File: src/rtl/maple_pkg.sv
// Shared Maple bus definitions: one-hot decoder state encoding and frame constants.
package maple_pkg;

  localparam int START_PULSES = 4;
  localparam int BYTE_BITS    = 8;
  localparam int BIT_CNT_W    = $clog2(BYTE_BITS + 1);
  localparam int PULSE_CNT_W  = $clog2(START_PULSES + 1);

  typedef enum logic [5:0] {
    IDLE        = 6'b000001,
    START_COUNT = 6'b000010,
    PHASE1      = 6'b000100,
    PHASE2      = 6'b001000,
    END_WAIT    = 6'b010000,
    DONE        = 6'b100000
  } state_t;

endpackage

File: src/rtl/maple_line_sync.sv
// Two-flop synchronizer plus previous-value register for one Maple bus line.
// Resets to 1 so an idle-high bus produces no spurious edges out of reset.
module maple_line_sync (
  input  logic clk,
  input  logic reset,
  input  logic line,
  output logic sync,
  output logic fall,
  output logic rise
);

  logic meta;
  logic prev;

  always_ff @(posedge clk or negedge reset) begin
    if (!reset) begin
      meta <= 1'b1;
      sync <= 1'b1;
      prev <= 1'b1;
    end else begin
      meta <= line;
      sync <= meta;
      prev <= sync;
    end
  end

  assign fall = prev & ~sync;
  assign rise = ~prev & sync;

endmodule

File: src/rtl/data_decoder.sv
// Maple bus receive decoder: start/end pattern detection and MSB-first byte recovery.
// Define DATA_DECODER_TIMEOUT_EN to abort frames after TIMEOUT_CYCLES clocks without a line edge.
module data_decoder
  import maple_pkg::*;
#(
  parameter int TIMEOUT_CYCLES = 1023
) (
  input  logic                 clk,
  input  logic                 reset,
  input  logic                 enable,
  input  logic                 sdcka,
  input  logic                 sdckb,
  input  logic                 full,
  output logic [BYTE_BITS-1:0] data,
  output logic                 write,
  output logic                 busy,
  output logic                 done,
  output logic                 error
);

  logic a_sync, a_fall, a_rise;
  logic b_sync, b_fall, b_rise;
  logic a_edge, b_edge;
  logic timeout;

  state_t                 state, state_nxt;
  logic [PULSE_CNT_W-1:0] pulse_cnt, pulse_nxt;
  logic [BIT_CNT_W-1:0]   bit_cnt, bit_nxt;
  logic [BYTE_BITS-1:0]   shreg, shreg_nxt;
  logic [BYTE_BITS-1:0]   data_nxt;
  logic                   b_rose, b_rose_nxt;
  logic                   write_nxt, error_nxt;
  logic                   shift_en, shift_bit, abort;

  maple_line_sync u_sync_a (
    .clk   (clk),
    .reset (reset),
    .line  (sdcka),
    .sync  (a_sync),
    .fall  (a_fall),
    .rise  (a_rise)
  );

  maple_line_sync u_sync_b (
    .clk   (clk),
    .reset (reset),
    .line  (sdckb),
    .sync  (b_sync),
    .fall  (b_fall),
    .rise  (b_rise)
  );

  assign a_edge = a_fall | a_rise;
  assign b_edge = b_fall | b_rise;

`ifdef DATA_DECODER_TIMEOUT_EN
  localparam int TO_W = $clog2(TIMEOUT_CYCLES + 1);
  logic [TO_W-1:0] quiet_cnt;

  // Counts clocks since the last line edge while a frame is open.
  always_ff @(posedge clk or negedge reset) begin
    if (!reset) begin
      quiet_cnt <= '0;
    end else if (state == IDLE || a_edge || b_edge) begin
      quiet_cnt <= '0;
    end else if (!timeout) begin
      quiet_cnt <= quiet_cnt + 1'b1;
    end
  end

  assign timeout = (state != IDLE) && (quiet_cnt == TO_W'(TIMEOUT_CYCLES));
`else
  logic unused_timeout_cfg;
  assign unused_timeout_cfg = (TIMEOUT_CYCLES != 0);
  assign timeout = 1'b0;
`endif

  always_ff @(posedge clk or negedge reset) begin
    if (!reset) begin
      state     <= IDLE;
      pulse_cnt <= '0;
      bit_cnt   <= '0;
      shreg     <= '0;
      b_rose    <= 1'b0;
      data      <= '0;
      write     <= 1'b0;
      error     <= 1'b0;
    end else begin
      state     <= state_nxt;
      pulse_cnt <= pulse_nxt;
      bit_cnt   <= bit_nxt;
      shreg     <= shreg_nxt;
      b_rose    <= b_rose_nxt;
      data      <= data_nxt;
      write     <= write_nxt;
      error     <= error_nxt;
    end
  end

  always_comb begin
    state_nxt  = state;
    pulse_nxt  = pulse_cnt;
    bit_nxt    = bit_cnt;
    shreg_nxt  = shreg;
    b_rose_nxt = b_rose;
    data_nxt   = data;
    write_nxt  = 1'b0;
    error_nxt  = 1'b0;
    shift_en   = 1'b0;
    shift_bit  = 1'b0;
    abort      = 1'b0;

    if (!enable) begin
      state_nxt = IDLE;
    end else if (state != IDLE && ((a_edge && b_edge) || timeout)) begin
      abort = 1'b1;
    end else begin
      case (state)
        IDLE: begin
          if (a_fall && b_sync) begin
            state_nxt = START_COUNT;
            pulse_nxt = '0;
          end
        end
        START_COUNT: begin
          if (b_fall) begin
            if (pulse_cnt == PULSE_CNT_W'(START_PULSES)) abort = 1'b1;
            else pulse_nxt = pulse_cnt + 1'b1;
          end else if (a_rise) begin
            if (pulse_cnt == PULSE_CNT_W'(START_PULSES)) state_nxt = PHASE1;
            else abort = 1'b1;
          end
        end
        PHASE1: begin
          if (a_fall) begin
            shift_en   = 1'b1;
            shift_bit  = b_sync;
            b_rose_nxt = 1'b0;
            state_nxt  = PHASE2;
          end
        end
        PHASE2: begin
          // An A fall with B held low is the end marker; its lone provisional bit is dropped.
          if (b_rise) begin
            b_rose_nxt = 1'b1;
          end else if (b_fall) begin
            shift_en  = 1'b1;
            shift_bit = a_sync;
            state_nxt = PHASE1;
          end else if (a_fall && !b_rose) begin
            if (bit_cnt == BIT_CNT_W'(1)) state_nxt = END_WAIT;
            else abort = 1'b1;
          end
        end
        END_WAIT: begin
          if (b_rise) state_nxt = DONE;
          else if (a_fall) abort = 1'b1;
        end
        DONE: begin
          state_nxt = IDLE;
        end
        default: begin
          state_nxt = IDLE;
        end
      endcase
    end

    if (shift_en) begin
      shreg_nxt = {shreg[BYTE_BITS-2:0], shift_bit};
      if (bit_cnt == BIT_CNT_W'(BYTE_BITS - 1)) begin
        bit_nxt = '0;
        if (full) begin
          abort = 1'b1;
        end else begin
          write_nxt = 1'b1;
          data_nxt  = shreg_nxt;
        end
      end else begin
        bit_nxt = bit_cnt + 1'b1;
      end
    end

    if (abort) begin
      error_nxt = 1'b1;
      state_nxt = IDLE;
    end

    if (state_nxt == IDLE) begin
      pulse_nxt  = '0;
      bit_nxt    = '0;
      shreg_nxt  = '0;
      b_rose_nxt = 1'b0;
    end
  end

  assign busy = (state != IDLE);
  assign done = (state == DONE);

endmodule
File: config.mk
export PLATFORM = sky130hd
export DESIGN_NAME = data_decoder
export DESIGN_NICKNAME = d
export VERILOG_FILES = /design/src/rtl/maple_pkg.sv /design/src/rtl/maple_line_sync.sv /design/src/rtl/data_decoder.sv
export SDC_FILE = /design/constraint.sdc
export NUM_CORES = 1
export LEC_CHECK = 0
export BUFFER_PORTS_ARGS = -buffer_cell sky130_fd_sc_hd__buf_2
export CELL_PAD_IN_SITES_DETAIL_PLACEMENT = 0
export CELL_PAD_IN_SITES_GLOBAL_PLACEMENT = 2
export CORE_UTILIZATION = 41
export CTS_BUF_LIST = sky130_fd_sc_hd__clkbuf_16
export CTS_CLUSTER_DIAMETER = 120
export CTS_CLUSTER_SIZE = 24
export DETAILED_ROUTE_END_ITERATION = 8
export GPL_TIMING_DRIVEN = 0
export PLACE_DENSITY_LB_ADDON = 0.08
export SLEW_MARGIN = 20
export SYNTH_ARGS = -nofsm -noshare
export SYNTH_HDL_FRONTEND = slang
export SYNTH_SLANG_ARGS = --single-unit
File: constraint.sdc
create_clock -name clk -period 7.3 [get_ports clk]
set_input_delay 0.73 -clock clk [delete_from_list [all_inputs] [get_ports clk]]
set_output_delay 0.73 -clock clk [all_outputs]
set_load 0.01 [all_outputs]
### Yosys cells after proc, flatten, opt, wreduce, memory -nomap -nowiden

Cells that the tools add are included.

* output and inout port bits: 12
* input port bits: 6
* register bits: 37
* word-level logic and storage cells: 119

* muxes and demuxes: 63
* add/subtract/negate cells: 2
* bitwise logic cells: 11
* reductions and logical operators: 12
* eq/ne operators: 17

Operator list (number)
* 2-to-1 mux 6 bit: 13
* 2-to-1 mux 1 bit: 33
* case mux 6 bit (5 select lines): 1
* 2-to-1 mux 3 bit: 6
* != test 3 bit, second input constant: 5
* 2-to-1 mux 7 bit: 2
* equality test 6 x 1 -> 1 bit, second input constant: 2
* 2-to-1 mux 4 bit: 3
* equality test 6 x 2 -> 1 bit, second input constant: 1
* equality test 6 x 3 -> 1 bit, second input constant: 1
* equality test 6 x 4 -> 1 bit, second input constant: 1
* equality test 6 x 5 -> 1 bit, second input constant: 1
* equality test 6 bit, second input constant: 1
* != test 6 x 1 -> 1 bit, second input constant: 1
* case mux 1 bit (2 select lines): 3
* case mux 3 bit (2 select lines): 1
* AND reduction 6 bit: 1
* nonzero test 3 bit: 2
* NOT 1 bit: 5
* AND reduction 5 bit: 1
* adder 4 x 1 -> 4 bit, second input constant: 1
* bitwise AND 1 bit: 4
* equality test 4 x 1 -> 1 bit, second input constant: 1
* equality test 4 x 3 -> 1 bit, second input constant: 1
* 9 further kinds: 14

### Logic depth before layout (Yosys ltp)

Gate-level depths: netlist of the first run.

* depth after elaboration: 16
* depth in mapped cells: 9
* depth with buffers taken out: 7

### By module

Synthesis of the first run repeated with hierarchy kept, for this count alone.

* cells, all modules: 190
* area, all modules: 2068.2 sq um

By module, submodules not included
* data_decoder: cells each 180, sequential area each 777.0 sq um, times used 1, area an instance 1880.6 sq um
* maple_line_sync: cells each 5, sequential area each 78.8 sq um, times used 2, area an instance 93.8 sq um

### Least setup slack after synthesis of the first run

OpenSTA, ideal clock, no wires.

* kind: reg-to-reg
* start: register u_sync_b.sync
* end: register bit_cnt[3]
* setup time: 87 ps
* path buffers: 1
* setup slack: 5013 ps
* clock period less this slack: 2287 ps
* required time: 7213 ps
* data arrival time: 2200 ps
* stages on the path, launching flop included: 9
* cell sequence: dfstp_2 -> inv_1 -> ha_1 -> o21ai_0 -> o31ai_4 -> nand3_4 -> clkbuf_1 -> o21ai_0 -> a211oi_2

* cells in the longest elaborated chain, start to end: 13
* elaborated cells between the ends (all ways): 34
* those cells by class: eq/ne (1); mux (25); bitwise (4); reduce/logical (4)

Ends and longest elaborated chain
* start, declared: RTL line maple_line_sync.sv:7 `output logic sync,`
* start signal, assigned: RTL line maple_line_sync.sv:22 `sync <= meta;`
* NOT 1 bit: RTL line maple_line_sync.sv:27 `assign fall = prev & ~sync;`
* bitwise AND 1 bit: RTL line maple_line_sync.sv:27
* 2-to-1 mux 1 bit / OR 1 bit (equally long branches): RTL line data_decoder.sv:146, data_decoder.sv:54
* 2-to-1 mux 1 bit / logical AND 1 bit (equally long branches): RTL line data_decoder.sv:144, data_decoder.sv:115
* case mux 1 bit (3 select lines) / logical AND 1 bit (equally long branches): RTL line data_decoder.sv:118, data_decoder.sv:115
* 2-to-1 mux 1 bit: RTL line data_decoder.sv:115 `end else if (state != IDLE && ((a_edge && b_edge) || timeout)) begin`
* 2-to-1 mux 1 bit: RTL line data_decoder.sv:113 `if (!enable) begin`
* 2-to-1 mux 1 bit: RTL line data_decoder.sv:172 `if (full) begin`
* 2-to-1 mux 1 bit: RTL line data_decoder.sv:170 `if (bit_cnt == BIT_CNT_W'(BYTE_BITS - 1)) begin`
* 2-to-1 mux 1 bit: RTL line data_decoder.sv:168 `if (shift_en) begin`
* 2-to-1 mux 6 bit: RTL line data_decoder.sv:183 `if (abort) begin`
* equality test 6 x 1 -> 1 bit: RTL line data_decoder.sv:188 `if (state_nxt == IDLE) begin`
* 2-to-1 mux 4 bit / nonzero test 2 bit (equally long branches)
* end signal, assigned: RTL line data_decoder.sv:91 `bit_cnt <= bit_nxt;`
* end, declared: RTL line data_decoder.sv:28 `logic [BIT_CNT_W-1:0] bit_cnt, bit_nxt;`

Several ways; a longest one is shown, not always the timed one.
A chain may end at the register's enable or synchronous reset.

### Final worst setup path of the first run

* start: register state[3]
* end: register shreg[6]

* cells in the longest elaborated chain, start to end: 10
* elaborated cells between the ends (all ways): 33
* those cells by class: eq/ne (7); mux (24); reduce/logical (2)

Ends and longest elaborated chain
* start, declared: RTL line data_decoder.sv:26 `state_t state, state_nxt;`
* start signal, assigned: RTL line data_decoder.sv:89 `state <= state_nxt;`
* equality test 6 x 5 -> 1 bit (tied with other cells): RTL line data_decoder.sv:118 `case (state)`
* case mux 1 bit (3 select lines) (tied with other cells): RTL line data_decoder.sv:118
* 2-to-1 mux 1 bit / 2-to-1 mux 6 bit (equally long branches): RTL line data_decoder.sv:115, data_decoder.sv:146
* 2-to-1 mux 1 bit / 2-to-1 mux 6 bit (equally long branches): RTL line data_decoder.sv:113, data_decoder.sv:144
* 2-to-1 mux 1 bit / case mux 6 bit (5 select lines) (equally long branches): RTL line data_decoder.sv:172, data_decoder.sv:118
* 2-to-1 mux 1 bit / 2-to-1 mux 6 bit (equally long branches): RTL line data_decoder.sv:170, data_decoder.sv:115
* 2-to-1 mux 1 bit / 2-to-1 mux 6 bit (equally long branches): RTL line data_decoder.sv:168, data_decoder.sv:113
* 2-to-1 mux 6 bit: RTL line data_decoder.sv:183
* equality test 6 x 1 -> 1 bit: RTL line data_decoder.sv:188
* 2-to-1 mux 7 bit / nonzero test 2 bit (equally long branches)
* end signal, assigned: RTL line data_decoder.sv:92 `shreg <= shreg_nxt;`
* end, declared: RTL line data_decoder.sv:29 `logic [BYTE_BITS-1:0] shreg, shreg_nxt;`

Several ways; a longest one is shown, not always the timed one.

==> summary.md, run 1 <==
| Metric | Value |
|---|---|
| Non-filler cells, final | `between 200 and 300` |
| Largest net degree at the start of global routing | `38` |
| Fmax | `around 0.37 GHz` |
| Area Growth Syn to Fin | `16.33%` |
| Worst reg2reg endpoint | `shreg[6]` |
| Clock Path Buffers | `2` |
| R2r startpoint | `state[3]` |
| Total negative slack | `0 ns` |
| Final hold viol count | `0` |
| Hold depth | `0` |
| DRT antenna net count | `0` |
| Fraction of layout cells with a size suffix above 1 | `23.96%` |
| Min-Delay Startpoint | `u_sync_b.meta` |
| Max Cap Violations | `0` |
| Number of flops mapped to enable cells by yosys | `0` |
| Yosys top cell by area | `dfrtp_1` |
| Slew @ Worst Pin | `0.8118 ns` |
| Arrival @ worst endpoint | `2.82 ns` |
| WL per Instance | `16.26 µm` |
| Clk slew on worst S/H paths | `0.06 ns` |
| WP data required | `7.44 ns` |
| Final Instance Area | `0.002362 mm²` |
| Relative slew margins | `~46%` |
| Initial Util | `42.71%` |
| Final #Nets | `230` |
| Mean area per synthesized cell | `around 11 µm²` |
| # diodes | `0` |
| Final Wtd Congestion | `0.9036` |
| Cell Area, Synth | `0.002031 mm²` |
| DP Area | `about 0.0022 mm²` |
| Worst r2r path cells | `7` |
| RSZ-0062 raised after global routing | `no` |
| Top cell type's share of synthesized area | `36.97%` |
| Final HPWL DP | `3315 µm` |
| CTS H-tree depth | `2` |
| Post-synth ARST share | `100.0%` |
| DRT Pass-1 Iters | `4` |
| Critical setup path kind | `reg -> reg` |
| Sequential cell area | `934.6 µm²` |
| Cts bufs inserted | `5` |
| Post-CTS sizing | `0` |
| Slew Limit Fails | `0` |
| Initial DRC Count | `111` |
| Cells after Synth | `roughly 190` |
| Lkg Pwr | `between 1 and 1.5 nW` |
| Worst Hold End | `u_sync_b.sync` |
| Via total after detailed routing | `1569` |
| DRC | `0` |
| Synth Net Count | `206` |
| Top_reg_cell synth | `dfrtp_1` |
| Placed Cells | `276` |
| Critical path cell sequence | `clkbuf_1 -> or4_1 -> nor3_1 -> a211o_1 -> o21a_1 -> clkbuf_1 -> nor3_1` |
| Via density | `approximately 5.5` |
| Clk root buf | `clkbuf_16` |
| CTS sink cnt | `37` |
| Initial antenna violation count | `0` |
| Period Utilization, post-route | `between 30 and 40%` |
| Register area share after synthesis | `46.03%` |
| Most common library cells after synthesis | `dfrtp_1, nor3_1, inv_1` |
| R2R Setup Slk | `4.62 ns` |
| Run status | `complete, no violations` |
| Die area | `0.005238 mm²` |
| Seq cells post-synth | `37` |
| Final setup fails | `0` |
| Type of the tightest min-delay check | `reg -> reg` |
| Width of the die | `72.38 µm` |
| Critical Path Start Type | `register` |
| Port Buf Inserts | `17` |
| Grt ovf | `0` |
| CP max stage delay | `0.53 ns` |
| Routed WL | `4619 µm` |
| Final Critical Period | `2.678 ns` |
| Multi-input logic area | `0.001030 mm²` |
| Slowest-stage cell, CP | `or4_1` |
| Power Dens Cells | `247.2 mW/mm²` |
| Layout fillers | `475` |
| Cts hold-fix bufs | `0` |
| CTS tree | `built` |
| Largest cells by area after synthesis | `dfrtp_1, dfstp_2, mux2_2, ha_1, mux2i_1` |
| I/O pins | `18` |
| Core footprint | `0.004755 mm²` |
| Count leader, synth | `dfrtp_1` |
| Worst skew pair latency | `0.28 ns` |
| Ys Warns | `0` |
| Final Skew | `between 0.005 and 0.006 ns` |
| Total global-route track usage | `19.65%` |
| CP Capture Type | `register` |
| Post-synthesis cell type count | `48` |
| Die height | `72.38 µm` |
| Final total power | `a little under 600 µW` |
| First-pass GRT wire length | `about 8000 µm` |
| Setup Fix Bufs, Post-CTS | `0` |
| VDD IR max | `0.0001176 V` |
| Vias in the first global route | `around 1600` |
| Crit path max fanout | `10` |
| # rows | `25` |
==> critical path, delay by kind of cell, from the launching register on <==
kind | cells | cell delay [ns]
flip-flops | 1 | 0.37
AND/OR/NAND/NOR | 3 | 1.03
buffers and inverters | 2 | 0.66
AO/OA/AOI/OAI | 2 | 0.48
==> report_power, final <==
part	internal, mW	switching [mW]
clock network	0.159	0.0797
logic	0.0338	0.0900
registers	0.214	0.00792
total	0.406	0.178
==> logic make-up after synthesis <==
family | after synthesis | synth area share, %
adder cells (fa/ha/maj) | 8 | 4.929
flip-flops | 37 | 46.03
multiplexers | 17 | 8.934
buffers and inverters | 17 | 3.266
AO/OA/AOI/OAI | 34 | 12.26
AND/OR/NAND/NOR | 77 | 23.72
XOR/XNOR | 2 | 0.8628
==> cell usage in the layout (no fill, tap or decap), drive strengths merged, types with 2 or more instances in the layout <==
| cell type | synthesis | layout |
|---|---|---|
| dfrtp | 30 | 30 |
| buf | 2 | 19 |
| nor3 | 13 | 13 |
| inv | 10 | 11 |
| clkbuf | 5 | 10 |
| nand2 | 9 | 9 |
| mux2 | 9 | 9 |
| nor2 | 8 | 8 |
| mux2i | 8 | 8 |
| a21oi | 8 | 8 |
| ha | 8 | 8 |
| o21ai | 7 | 7 |
| nand4 | 7 | 7 |
| dfstp | 7 | 7 |
| nand3 | 7 | 7 |
| a211oi | 6 | 6 |
| nor2b | 5 | 5 |
| or4 | 4 | 4 |
| nand2b | 3 | 3 |
| nor4 | 3 | 3 |
| or3 | 3 | 3 |
| nor3b | 3 | 3 |
| o31ai | 3 | 3 |
| nor4b | 2 | 2 |
| and2 | 2 | 2 |
| o21a | 2 | 2 |
| nand3b | 2 | 2 |
| xor2 | 2 | 2 |
| a21boi | 2 | 2 |
==> worst max-delay path by stage <==
stage | to | slack [ns] | cells past startpoint | from
detailed placement | shreg[4] | 4.64 | 7 | state[3]
global placement | shreg[3] | 4.61 | 7 | state[3]
CTS | bit_cnt[3] | 4.61 | 8 | u_sync_b.sync
finish | shreg[6] | 4.62 | 7 | state[3]
global route | shreg[4] | 4.40 | 7 | state[3]
floorplan | bit_cnt[3] | 5.01 | 8 | u_sync_b.sync
==> per-layer routing <==
layer  vias to the layer above  global-route usage [%]  wire, µm
met4                         0                   5.664        45
met3                         7                   4.306       153
met5                         -                       0         0
met1                       775                   27.16      2256
li1                        762                       -         -
met2                        25                   31.05      2162
==> layout make-up <==
| class | instances | area share (%) |
|---|---|---|
| Tap cell | 67 | 3.549 |
| Clock buffer | 5 | 5.297 |
| Clock inverter | 3 | 1.589 |
| Inverter | 10 | 1.589 |
| Sequential cell | 37 | 39.57 |
| Buffer | 7 | 1.218 |
| Multi-Input combinational cell | 138 | 43.59 |
| Timing Repair Buffer | 17 | 3.602 |
==> registers in the layout (all words and copies together) (netlist names), 3 cells and up <==
signal     flops
pulse_cnt      3
data           8
shreg          7
state          6
bit_cnt        4
==> per-stage QoR <==
| step | setup WS, ns | hold WS (ns) | util, % |
|---|---|---|---|
| 2_1_floorplan | 5.013 | 0.3452 | - |
| 3_3_place_gp | 4.609 | 0.3472 | 46.26 |
| 3_5_place_dp | 4.641 | 0.3491 | 46.26 |
| 4_1_cts | 4.606 | 0.3570 | 49.68 |
| 5_1_grt | 4.396 | 0.3579 | 49.68 |
| 6_report | 4.622 | 0.3545 | 49.68 |
Note: power is estimated with default switching activity, not from simulation.
==> run 2: changes to the inputs <==
--- a/config.mk
+++ b/config.mk
@@ -8,7 +8,7 @@
 export BUFFER_PORTS_ARGS = -buffer_cell sky130_fd_sc_hd__buf_2
 export CELL_PAD_IN_SITES_DETAIL_PLACEMENT = 0
 export CELL_PAD_IN_SITES_GLOBAL_PLACEMENT = 2
-export CORE_UTILIZATION = 41
+export CORE_UTILIZATION = 35
 export CTS_BUF_LIST = sky130_fd_sc_hd__clkbuf_16
 export CTS_CLUSTER_DIAMETER = 120
 export CTS_CLUSTER_SIZE = 24
==> constraint.sdc (replaced) <==
create_clock -name clk -period 2.4 [get_ports clk]
set_input_delay 0.24 -clock clk [delete_from_list [all_inputs] [get_ports clk]]
set_output_delay 0.24 -clock clk [all_outputs]
set_load 0.01 [all_outputs]
==> summary.md, run 2 (synthesized netlist as in run 1, its figures left out) <==
| Metric | Value |
|---|---|
| Via total after detailed routing | `1617 (was 1569)` |
| Arrival @ worst endpoint | `2.55 ns (was 2.82 ns)` |
| DRC | `0 (unchanged)` |
| WP data required | `2.59 ns (was 7.44 ns)` |
| Via density | `5.444 (was 5.525)` |
| Port Buf Inserts | `17 (unchanged)` |
| # rows | `27 (was 25)` |
| # diodes | `0 (unchanged)` |
| DRT Pass-1 Iters | `4 (unchanged)` |
| Clk slew on worst S/H paths | `0.06 ns (about the same)` |
| Slew @ Worst Pin | `0.8343 ns (was 0.8118 ns)` |
| Clock Path Buffers | `2 (unchanged)` |
| Die area | `0.006111 mm² (was 0.005238 mm²)` |
| Final hold viol count | `0 (unchanged)` |
| Type of the tightest min-delay check | `in -> reg (was reg -> reg)` |
| Final HPWL DP | `3381 µm (was 3315 µm)` |
| CTS tree | `built (unchanged)` |
| Slowest-stage cell, CP | `or4_4 (was or4_1)` |
| Core footprint | `0.005540 mm² (was 0.004755 mm²)` |
| Biggest register | `data (unchanged)` |
| Final #Nets | `238 (was 230)` |
| Total global-route track usage | `17.66% (was 19.65%)` |
| Grt ovf | `0 (unchanged)` |
| CP max stage delay | `0.58 ns (was 0.53 ns)` |
| Switch Pwr | `609.9 µW (was 177.6 µW)` |
| Cts hold-fix bufs | `0 (unchanged)` |
| Die height | `78.17 µm (was 72.38 µm)` |
| Initial Util | `36.65% (was 42.71%)` |
| Worst skew pair latency | `0.28 ns (about the same)` |
| DRT antenna net count | `0 (unchanged)` |
| Max Cap Violations | `0 (unchanged)` |
| Critical Path Start Type | `register (unchanged)` |
| Layout fillers | `556 (was 475)` |
| Part of the power in registers | `35.3% (was 38.0%)` |
| VDD IR max | `0.0003368 V (was 0.0001176 V)` |
| Initial antenna violation count | `0 (unchanged)` |
| Final Skew | `0.002109 ns (was 0.005005 ns)` |
| Slew Limit Fails | `0 (unchanged)` |
| Run status | `complete, no violations (unchanged)` |
| CP Capture Type | `register (unchanged)` |
| I/O pins | `18 (unchanged)` |
| Top Registers | `data: 8 flops, shreg: 7 flops, state: 6 flops (unchanged)` |
| WL per Instance | `17.21 µm (was 16.26 µm)` |
| CTS sink cnt | `37 (unchanged)` |
| Fraction of layout cells with a size suffix above 1 | `35.56% (was 23.96%)` |
| Power Dens Cells | `751.9 mW/mm² (was 247.2 mW/mm²)` |
| Routed WL | `5111 µm (was 4619 µm)` |
| Period Utilization, post-route | `98.19% (was 36.69%)` |
| Logic pwr share | `25.0% (was 21.2%)` |
| Most common cell after layout, fill and taps aside | `dfrtp_1 (unchanged)` |
| Fmax | `0.4243 GHz (was 0.3734 GHz)` |
| Final Critical Period | `2.357 ns (was 2.678 ns)` |
| Max reg flops | `8 (unchanged)` |
| Final Wtd Congestion | `0.8190 (was 0.9036)` |
| Area Growth Syn to Fin | `25.69% (was 16.33%)` |
| Cts bufs inserted | `5 (unchanged)` |
| Critical path cell sequence | `or4_4 -> o31ai_4 -> nand3_4 -> buf_4 -> or3_4 -> a211oi_2 (was clkbuf_1 -> or4_1 -> nor3_1 -> a211o_1 -> o21a_1 -> clkbuf_1 -> nor3_1)` |
| Final total power | `1.919 mW (was 583.9 µW)` |
| Final setup fails | `0 (unchanged)` |
| P_int | `1.309 mW (was 406.3 µW)` |
| Width of the die | `78.17 µm (was 72.38 µm)` |
| Initial DRC Count | `107 (was 111)` |
| First-pass GRT wire length | `8280 µm (was 7810 µm)` |
| RSZ-0062 raised after global routing | `yes (was no)` |
| Vias in the first global route | `1652 (was 1553)` |
| Most frequent cells in the layout | `dfrtp_1, buf_2, inv_1, nand2_1, nor3_1 (was dfrtp_1, buf_2, nor3_1, inv_1)` |
| Lkg Pwr | `1.171 nW (was 1.094 nW)` |
| Largest net degree at the start of global routing | `38 (unchanged)` |
| Clk root buf | `clkbuf_16 (unchanged)` |
| Crit path max fanout | `6 (was 10)` |
| CTS H-tree depth | `2 (unchanged)` |
| Critical setup path kind | `reg -> reg (unchanged)` |
| Clock share of power | `39.7% (was 40.8%)` |
| Sw Ratio | `31.78% (was 30.42%)` |
| Worst hold slack | `0.05413 ns (was 0.3545 ns)` |
| Relative slew margins | `44.38% (was 45.88%)` |
## run 2: metrics by stage
step	cells	area (µm²)	setup TNS (ns)	setup WS, ns	util, %
floorplan	192	2031	0	0.1126	-
detailed placement	281	2206	-4.041	-0.2353	39.81
CTS	292	2435	0	0.01248	43.95
global route	297	2552	-0.2361	-0.03474	46.07
global placement	281	2206	-3.988	-0.2535	39.81
finish	297	2552	0	0.04338	46.07
## run 2: timing repair
item	4_1_cts	5_1_grt
endpoints found under the setup margin	24	24
resized for setup	8	19
pin swaps	2	5
buffers inserted	3	6
gates cloned	0	1
## run 2: worst paths after layout
kind / start / end / slack [ns] / cells past startpoint
min: sdckb / u_sync_b.meta / 0.05 / 1
min reg2reg: u_sync_b.meta / u_sync_b.sync / 0.36 / 0
min in group asynchronous: reset / state[5] / 0.06 / 1
max in group asynchronous: reset / state[2] / 1.78 / 1
max reg2reg: state[2] / bit_cnt[0] / 0.04 / 6
max: state[2] / bit_cnt[0] / 0.04 / 6
## run 2: final cells by class
class	instances	area (µm²)	share of cell area [%]
repair buffers	26	165.2	6.471
plain buffers	5	33.78	1.324
clock buffers	5	125.1	4.902
well taps	72	90.09	3.529
inverters	10	37.54	1.471
multi-input cells	139	1117	43.77
flip-flops and latches	37	937.1	36.72
clock inverters	3	46.29	1.814
## run 2: critical path: cells and delay by family (launching register included)
kind | cells | cell delay, ns
compound gates | 2 | 0.60
buf+inv | 1 | 0.17
flops | 1 | 0.44
simple gates | 3 | 1.05
## run 2: power groups by stage
stage	Sequential, mW	Clock (mW)	Combinational [mW]
CTS	0.674	0.777	0.420
detailed placement	0.685	0	0.381
finish	0.677	0.762	0.480
global placement	0.685	0	0.384
floorplan	0.676	0	0.256
global route	0.680	0.802	0.519
## run 2: layer usage
layer	wire length [µm]	vias to the layer above	global-route usage [%]
met5	0	-	0
met4	73	0	6.667
met3	221	7	3.953
met2	2341	35	27.54
met1	2474	803	23.84
li1	-	772	-
